<file path="src/rtl/mem_arb_pkg.sv">
// rtl/mem_arb_pkg.sv - shared types and defaults for the memory port arbiter
package mem_arb_pkg;

  localparam int DEF_ADDR_W = 28;
  localparam int DEF_DATA_W = 128;

  typedef enum logic [1:0] {IDLE, ISSUE, WAIT, RESP} arb_state_t;
  typedef enum logic {INST, DATA} arb_owner_t;

endpackage

</file>
<file path="src/rtl/mem_arb_grant.sv">
// rtl/mem_arb_grant.sv - grant select: fixed data priority, round-robin under MEM_ARB_RR_EN
module mem_arb_grant
  import mem_arb_pkg::*;
(
  input  logic       inst_req,
  input  logic       data_req,
`ifdef MEM_ARB_RR_EN
  input  arb_owner_t last_grant,
`endif
  output logic       grant_valid,
  output arb_owner_t grant_owner
);

  // Pick a winner among the pending clients; ties go to data unless round-robin says otherwise
  always_comb begin
    grant_valid = inst_req | data_req;
    grant_owner = data_req ? DATA : INST;
`ifdef MEM_ARB_RR_EN
    if (inst_req && data_req) begin
      grant_owner = (last_grant == DATA) ? INST : DATA;
    end
`endif
  end

endmodule

</file>
<file path="src/rtl/mem_port_arbiter.sv">
// rtl/mem_port_arbiter.sv - shares one memory port between I-cache and D-cache (MEM_ARB_RR_EN: round-robin)
module mem_port_arbiter
  import mem_arb_pkg::*;
#(
  parameter int ADDR_W      = DEF_ADDR_W,
  parameter int DATA_W      = DEF_DATA_W,
  parameter int ACK_TIMEOUT = 4
) (
  input  logic              clock,
  input  logic              reset,
  input  logic              inst_Read,
  input  logic [ADDR_W-1:0] inst_Address,
  output logic [DATA_W-1:0] inst_Readdata,
  output logic              inst_BusyWait,
  input  logic              data_Read,
  input  logic              data_Write,
  input  logic [ADDR_W-1:0] data_Address,
  input  logic [DATA_W-1:0] data_Writedata,
  output logic [DATA_W-1:0] data_Readdata,
  output logic              data_BusyWait,
  output logic              mem_Read,
  output logic              mem_Write,
  output logic [ADDR_W-1:0] mem_Address,
  output logic [DATA_W-1:0] mem_Writedata,
  input  logic [DATA_W-1:0] mem_Readdata,
  input  logic              mem_BusyWait
);

  localparam int CNT_W = $clog2(ACK_TIMEOUT + 1);

  arb_state_t       state;
  arb_state_t       next_state;
  arb_owner_t       owner;
  arb_owner_t       grant_owner;
  logic             grant_valid;
  logic             done;
  logic [CNT_W-1:0] tmo_cnt;

`ifdef MEM_ARB_RR_EN
  arb_owner_t       last_grant;
`endif

  mem_arb_grant u_grant (
    .inst_req    (inst_Read),
    .data_req    (data_Read | data_Write),
`ifdef MEM_ARB_RR_EN
    .last_grant  (last_grant),
`endif
    .grant_valid (grant_valid),
    .grant_owner (grant_owner)
  );

  // State register
  always_ff @(posedge clock) begin
    if (reset) begin
      state <= IDLE;
    end else begin
      state <= next_state;
    end
  end

  // Next-state logic; ISSUE falls through to RESP after ACK_TIMEOUT quiet cycles
  always_comb begin
    next_state = state;
    case (state)
      IDLE:  if (grant_valid) next_state = ISSUE;
      ISSUE: begin
        if (mem_BusyWait) begin
          next_state = WAIT;
        end else if (tmo_cnt == CNT_W'(ACK_TIMEOUT)) begin
          next_state = RESP;
        end
      end
      WAIT:  if (!mem_BusyWait) next_state = RESP;
      RESP:  next_state = IDLE;
      default: next_state = IDLE;
    endcase
  end

  assign done = ((state == ISSUE) || (state == WAIT)) && (next_state == RESP);

  // Grant latching, timeout counting and read-data capture on completion
  always_ff @(posedge clock) begin
    if (reset) begin
      owner         <= INST;
      mem_Read      <= 1'b0;
      mem_Write     <= 1'b0;
      mem_Address   <= '0;
      mem_Writedata <= '0;
      inst_Readdata <= '0;
      data_Readdata <= '0;
      tmo_cnt       <= '0;
    end else begin
      if ((state == IDLE) && grant_valid) begin
        owner     <= grant_owner;
        tmo_cnt   <= '0;
        mem_Read  <= (grant_owner == INST) || !data_Write;
        mem_Write <= (grant_owner == DATA) && data_Write;
        if (grant_owner == DATA) begin
          mem_Address   <= data_Address;
          mem_Writedata <= data_Writedata;
        end else begin
          mem_Address   <= inst_Address;
        end
      end
      if (state == ISSUE) begin
        tmo_cnt <= tmo_cnt + CNT_W'(1);
      end
      if (done) begin
        if (mem_Read) begin
          if (owner == INST) inst_Readdata <= mem_Readdata;
          else               data_Readdata <= mem_Readdata;
        end
        mem_Read  <= 1'b0;
        mem_Write <= 1'b0;
      end
    end
  end

`ifdef MEM_ARB_RR_EN
  // Remember who was granted last so ties alternate
  always_ff @(posedge clock) begin
    if (reset) begin
      last_grant <= INST;
    end else if ((state == IDLE) && grant_valid) begin
      last_grant <= grant_owner;
    end
  end
`endif

  assign inst_BusyWait = inst_Read &
                         !(!reset && (state == RESP) && (owner == INST));
  assign data_BusyWait = (data_Read | data_Write) &
                         !(!reset && (state == RESP) && (owner == DATA));

endmodule

</file>
<file path="config.mk">
export PLATFORM = sky130hd
export DESIGN_NAME = mem_port_arbiter
export DESIGN_NICKNAME = d
export VERILOG_FILES = /design/src/rtl/mem_arb_pkg.sv /design/src/rtl/mem_arb_grant.sv /design/src/rtl/mem_port_arbiter.sv
export SDC_FILE = /design/constraint.sdc
export NUM_CORES = 1
export LEC_CHECK = 0
export ABC_AREA = 1
export CELL_PAD_IN_SITES_DETAIL_PLACEMENT = 1
export CELL_PAD_IN_SITES_GLOBAL_PLACEMENT = 1
export CORE_AREA = 3 3 285 287
export DETAILED_ROUTE_END_ITERATION = 8
export DIE_AREA = 0 0 288 290
export DONT_BUFFER_PORTS = 1
export PLACE_DENSITY = 0.47
export REMOVE_ABC_BUFFERS = 1
export SLEW_MARGIN = 20
export SYNTH_ARGS = -nofsm -noshare
export SYNTH_HDL_FRONTEND = slang
export SYNTH_SLANG_ARGS = --single-unit
</file>
<file path="constraint.sdc">
create_clock -name clock -period 2.9 [get_ports clock]
set_input_delay 0.58 -clock clock [delete_from_list [all_inputs] [get_ports clock]]
set_output_delay 0.58 -clock clock [all_outputs]
set_load 0.005 [all_outputs]
</file>
==> Word-level counts from Yosys, hierarchy flattened <==
Index checks and enable logic that the tools add are counted.
{ "word_totals": {"wordCells": 48, "register_bits": 420, "in_bits": 318, "output_inout_bits": 416} }
{ "classes": {"bitwise_logic": 6, "n_addsub": 1, "n_eq_ne": 5, "reduce_logical": 18, "muxes": 9} }
{ "ops": {"columns": ["op", "count"], "rows": [
  ["28-bit 2-to-1 mux", 1],
  ["2-bit 2-to-1 mux", 4],
  ["2-bit one-hot mux with 4 select lines", 1],
  ["2-bit equality test (second input constant)", 3],
  ["1-bit logical AND", 6],
  ["3-bit 2-to-1 mux", 2],
  ["3-bit AND reduction", 2],
  ["1-bit zero test", 4],
  ["3-bit by 1-bit adder with 3-bit output (second input constant)", 1],
  ["3-bit equality test (second input constant)", 1],
  ["1-bit bitwise AND", 2],
  ["2-bit by 1-bit equality test with 1-bit output (second input constant)", 1],
  ["2-bit zero test", 1],
  ["1-bit logical OR", 2],
  ["1-bit inverter", 2],
  ["1-bit OR", 2],
  ["2-bit AND reduction", 1],
  ["2-bit nonzero test", 1],
  ["2-bit OR reduction", 1],
  ["1-bit 2-to-1 mux", 1]
]} }

==> Logic depth before layout (Yosys ltp) <==
{ "logic_depth": {"ltp_word": 7, "mapped_depth": 14, "ltp_nobuf": 12} }

==> Modules after synthesis <==
A second synthesis with hierarchy kept.
{ "hier_totals": {"hier_cells": 2200, "hier_area_um2": 15981.6} }
{ "modules_own_cells": {"columns": ["mod", "cells_per_inst", "instances", "seq_area_each_um2", "area_each_um2"], "rows": [
  ["mem_port_arbiter", 2196, 1, 8408.1, 15962.8],
  ["mem_arb_grant", 4, 1, 0.0, 18.8]
]} }

==> Least setup slack after synthesis <==
Ideal clock, no wire load.
{ "synth_timing": {"path_type": "input to output", "start": "input data_Write", "end": "output data_BusyWait", "arrival_time_ns": 1.444, "cell_stages": 6, "n_path_buf": 2, "required_ns": 2.320, "path_slack_ns": 0.876, "cell_sequence": "nor2_2 -> inv_1 -> clkbuf_1 -> clkbuf_1 -> o21ai_0 -> inv_1"} }
{ "synth_via": {"elab_chain_cells": 2} }
{ "synth_lines": {"columns": ["item", "line_no", "rtl"], "rows": [
  ["start, declared", "mem_port_arbiter.sv:16", "input logic data_Write,"],
  ["1-bit OR", "mem_port_arbiter.sv:133", "assign data_BusyWait = (data_Read | data_Write) &"],
  ["1-bit bitwise AND", "mem_port_arbiter.sv:133", null],
  ["end, declared", "mem_port_arbiter.sv:20", "output logic data_BusyWait,"]
]} }
Every way passes these cells.

==> Worst setup path after layout <==
{ "layout_timing": {"start": "register state[1]", "end": "register inst_Readdata[112]"} }
{ "layout_via": {"elab_chain_cells": 6, "word_cells_on_any_way": 13, "cone_classes": "4 x eq/ne; 5 x mux; 4 x reduce/logical"} }
{ "layout_lines": {"columns": ["item", "line_no", "rtl"], "rows": [
  ["start, declared", "mem_port_arbiter.sv:31", "arb_state_t state;"],
  ["start signal, assigned", "mem_port_arbiter.sv:58", "state <= next_state;"],
  ["2-bit 2-to-1 mux", "mem_port_arbiter.sv:70", "end else if (tmo_cnt == CNT_W'(ACK_TIMEOUT)) begin"],
  ["2-bit 2-to-1 mux", "mem_port_arbiter.sv:68", "if (mem_BusyWait) begin"],
  ["2-bit one-hot mux with 4 select lines", "mem_port_arbiter.sv:65", "case (state)"],
  ["2-bit equality test", "mem_port_arbiter.sv:80", "assign done = ((state == ISSUE) || (state == WAIT)) && (next_state == RESP);"],
  ["1-bit logical AND (*)", "mem_port_arbiter.sv:80", null],
  ["3-bit AND reduction (no source line) (*)", null, null],
  ["end signal, assigned", "mem_port_arbiter.sv:111", "if (owner == INST) inst_Readdata <= mem_Readdata;"],
  ["end, declared", "mem_port_arbiter.sv:13", "output logic [DATA_W-1:0] inst_Readdata,"]
]} }
Mark *: on every way between the ends. The rest lies on a longest branch, timed or not.
A chain may end at the register's enable or synchronous reset.

==> results.cfg <==
[grt]
grt_first_pass_wirelength_mm = 94.1
grt_max_degree = 173
grt_pass1_vias = 14300
track_usage_pct = 14.6
grt_overflow = 0
antenna_found_initial = 4

[finish]
drive_above_1_share_pct = 15.3
final_cell_mix = 515 x nor2_1, 490 x nand2_1, 420 x dfxtp_1
finalInstanceArea_um2 = 19200
fin_nets = 2422
syn_to_final_growth_pct = 16.8
final_common_cell = nor2_1

[floorplanning]
die_h_um = 290
die_x_um = 288
dieArea_um2 = 83500
start_util_pct = 20.8
row_count = 103
io_pins = 734
fp.coreArea_um2 = 78900

[yosys]
synth_warnings = 0
syn_inst = 2154
ys_ff_latch = 420
avgSynthCellArea_um2 = 7.61
ys_seq_area_share_pct = 51.3
yosysUniqueCellTypes = 26
netlist_area_um2 = 16400

[critical_path]
crit_path_frequent_cell = nand2_1
cp-start-kind = flop
cp_max_fo = 51
critPathKind = flop to flop
cpPeakStageDelay_ps = 360
crit_family = simple AND/OR/NAND/NOR gates
slowest_stage = dfxtp_1
crit_arrival_ps = 2900
critPathRequiredTime_ps = 3400
end_kind = flop
ff2ff_path_depth = 14
cp_num_cells = 14
path_buf_inv = 4
worstReg2RegEnd = inst_Readdata[112]
rrSetupSlack_ps = 500
crit_chain = inv_1, ha_1, inv_2, nor2_2, nand2_1, nand3_1, nand2_2, nor2_4, nand4_1, buf_12, buf_12, nand2_1, nand2_1, nor2_1
worstReg2RegStart = state[1]

[clock_network]
clk_latency_ps = 580
clock-sinks = 420
cts_tree = done
cts_max_path_buffers = 3
cts_buffers = 50
clkSlewWorstSetupHoldPaths_ps = 70
clk_root_buffer_cell = clkbuf_16
ctsHoldBuffers = 0
htreeDepth = 2
cts_resized = 0
postCtsSetupRepairBufs = 0

[power_and_ir_drop]
p_int_uw = 10600
combPwrFrac_pct = 5.1
vdd_drop_max_v = 0.000328
p_clk_share_pct = 49.6
p_leak_uw = 0.00788
powerDensity_nw_per_um2 = 732
switching_power_uw = 3420
swShare_pct = 24.4
pwr-share-seq_pct = 45.3

[sta]
fin_crit_ps = 2400
hold_viol = 0
rsz0062_at_grt = false
final_min_period_over_clock_period_pct = 82.8
worst_slack_ps = 498
final-setup-viol-count = 0
tightest_slew_ps = 875
fin_skew_ps = 17.6
finalMaxSlewViolations = 0
clock.fmax_ghz = 0.416
fin_tns_setup_ps = 0
slew_headroom_pct = 41.6

[status]
outcome = completed

[detailed_routing]
top_layer = met5
avgRoutedWirePerCell_um = 20.1
firstDrtPassIters = 4
drt_wl_total_mm = 64.1
viasPerCell = 4.23
wl_met2_mm = 31.2
drt_iter0_markers = 567
vias = 13500
antenna_left = 0
route.met3.wl_mm = 8.03
wl_met1_mm = 22.2
drc_errors = 0

[worst_hold_path]
worstHoldPathType = input pin to flop
min_to = data_Readdata[105]
worstHoldPathCells = 1
min-delay-start = reset

[placed_design]
gp_congestion = 0.827
hpwlAfterDp_mm = 46.5
place_area_um2 = 17300
dp_slack_ps = 482
portBuffers = 0

[job]
cap_violations = 0
power groups by stage:
stage                     logic [uW]  registers [uW]  clock network, uW
final                            715            6360               6950
after global routing             834            6380               7480
after CTS                        730            6370               7230
after detailed placement         730            6490                  0
after global placement           688            6500                  0
after floorplan                  524            6320                  0
sequential cells by signal (all words and copies together), names as in the netlist:
register       flops
data_Readdata    128
mem_Write          1
mem_Writedata    128
owner              1
state              2
tmo_cnt            3
inst_Readdata    128
mem_Read           1
mem_Address       28
per-stage QoR:
stage / hold slack [ps] / power (uW) / utilization (%) / cells
after global routing: 16.9 / 14700 / 24.3 / 3191
after global placement: 469 / 7190 / 21.9 / 3095
after detailed placement: 478 / 7220 / 21.9 / 3095
after floorplan: 456 / 6850 / - / 2012
final: 76.5 / 14000 / 24.3 / 3191
after CTS: 20.6 / 14300 / 24.3 / 3189
cell type report:
cell class              count  area, um^2
inverters                 143         547
repair buffers             33         423
clock buffers              74        1520
diodes                      2        5.00
flip-flops and latches    420        8410
multi-input cells        1449        6620
well taps                1050        1310
fillers                  9571       59700
clock inverters            20         322
how the worst max path moves through the flow:
stage / startpoint / end / slack [ps]
after floorplan: data_Write / inst_Readdata[0] / -4930
after global placement: state[1] / inst_Readdata[76] / 550
after detailed placement: state[1] / data_Readdata[118] / 480
after CTS: state[1] / data_Readdata[118] / 450
after global routing: state[1] / inst_Readdata[87] / 240
final: state[1] / inst_Readdata[112] / 500
cells by family after synthesis:
kind of cell               Yosys count  share of synthesized area [%]
AOI/OAI and AO/OA                  324                           12.4
adders and majority gates            7                          0.534
DFF                                420                           51.3
buffers and inverters              285                           8.37
and+or+nand+nor                   1118                           27.4
worst register-to-register path, cell delays in order, from the launching register on:
cell	delay (ps)
dfxtp_1	360
inv_1	150
ha_1	300
inv_2	80
nor2_2	80
nand2_1	50
nand3_1	70
nand2_2	70
nor2_4	110
nand4_1	250
buf_12	270
buf_12	310
nand2_1	70
nand2_1	40
nor2_1	110
routing by layer:
metal	up-vias	track usage [%]
li1	6517	-
met1	6349	14.7
met2	521	25.5
met3	107	7.57
met4	4	5.65
met5	-	0
Yosys cell counts (all sizes together):
cell type	instances	area [um^2]
nand2	592	2480
nand3	2	10.0
nor2	520	1970
a211oi	1	7.51
nand3b	1	7.51
a21oi	134	1050
inv	142	533
clkbuf	70	263
o21ai	161	810
nand4	3	18.8
ha	7	87.6
a31oi	28	175
dfxtp	420	8410
clkinv	1	3.75
buf	72	573
Power figures use the tool's default switching activity.
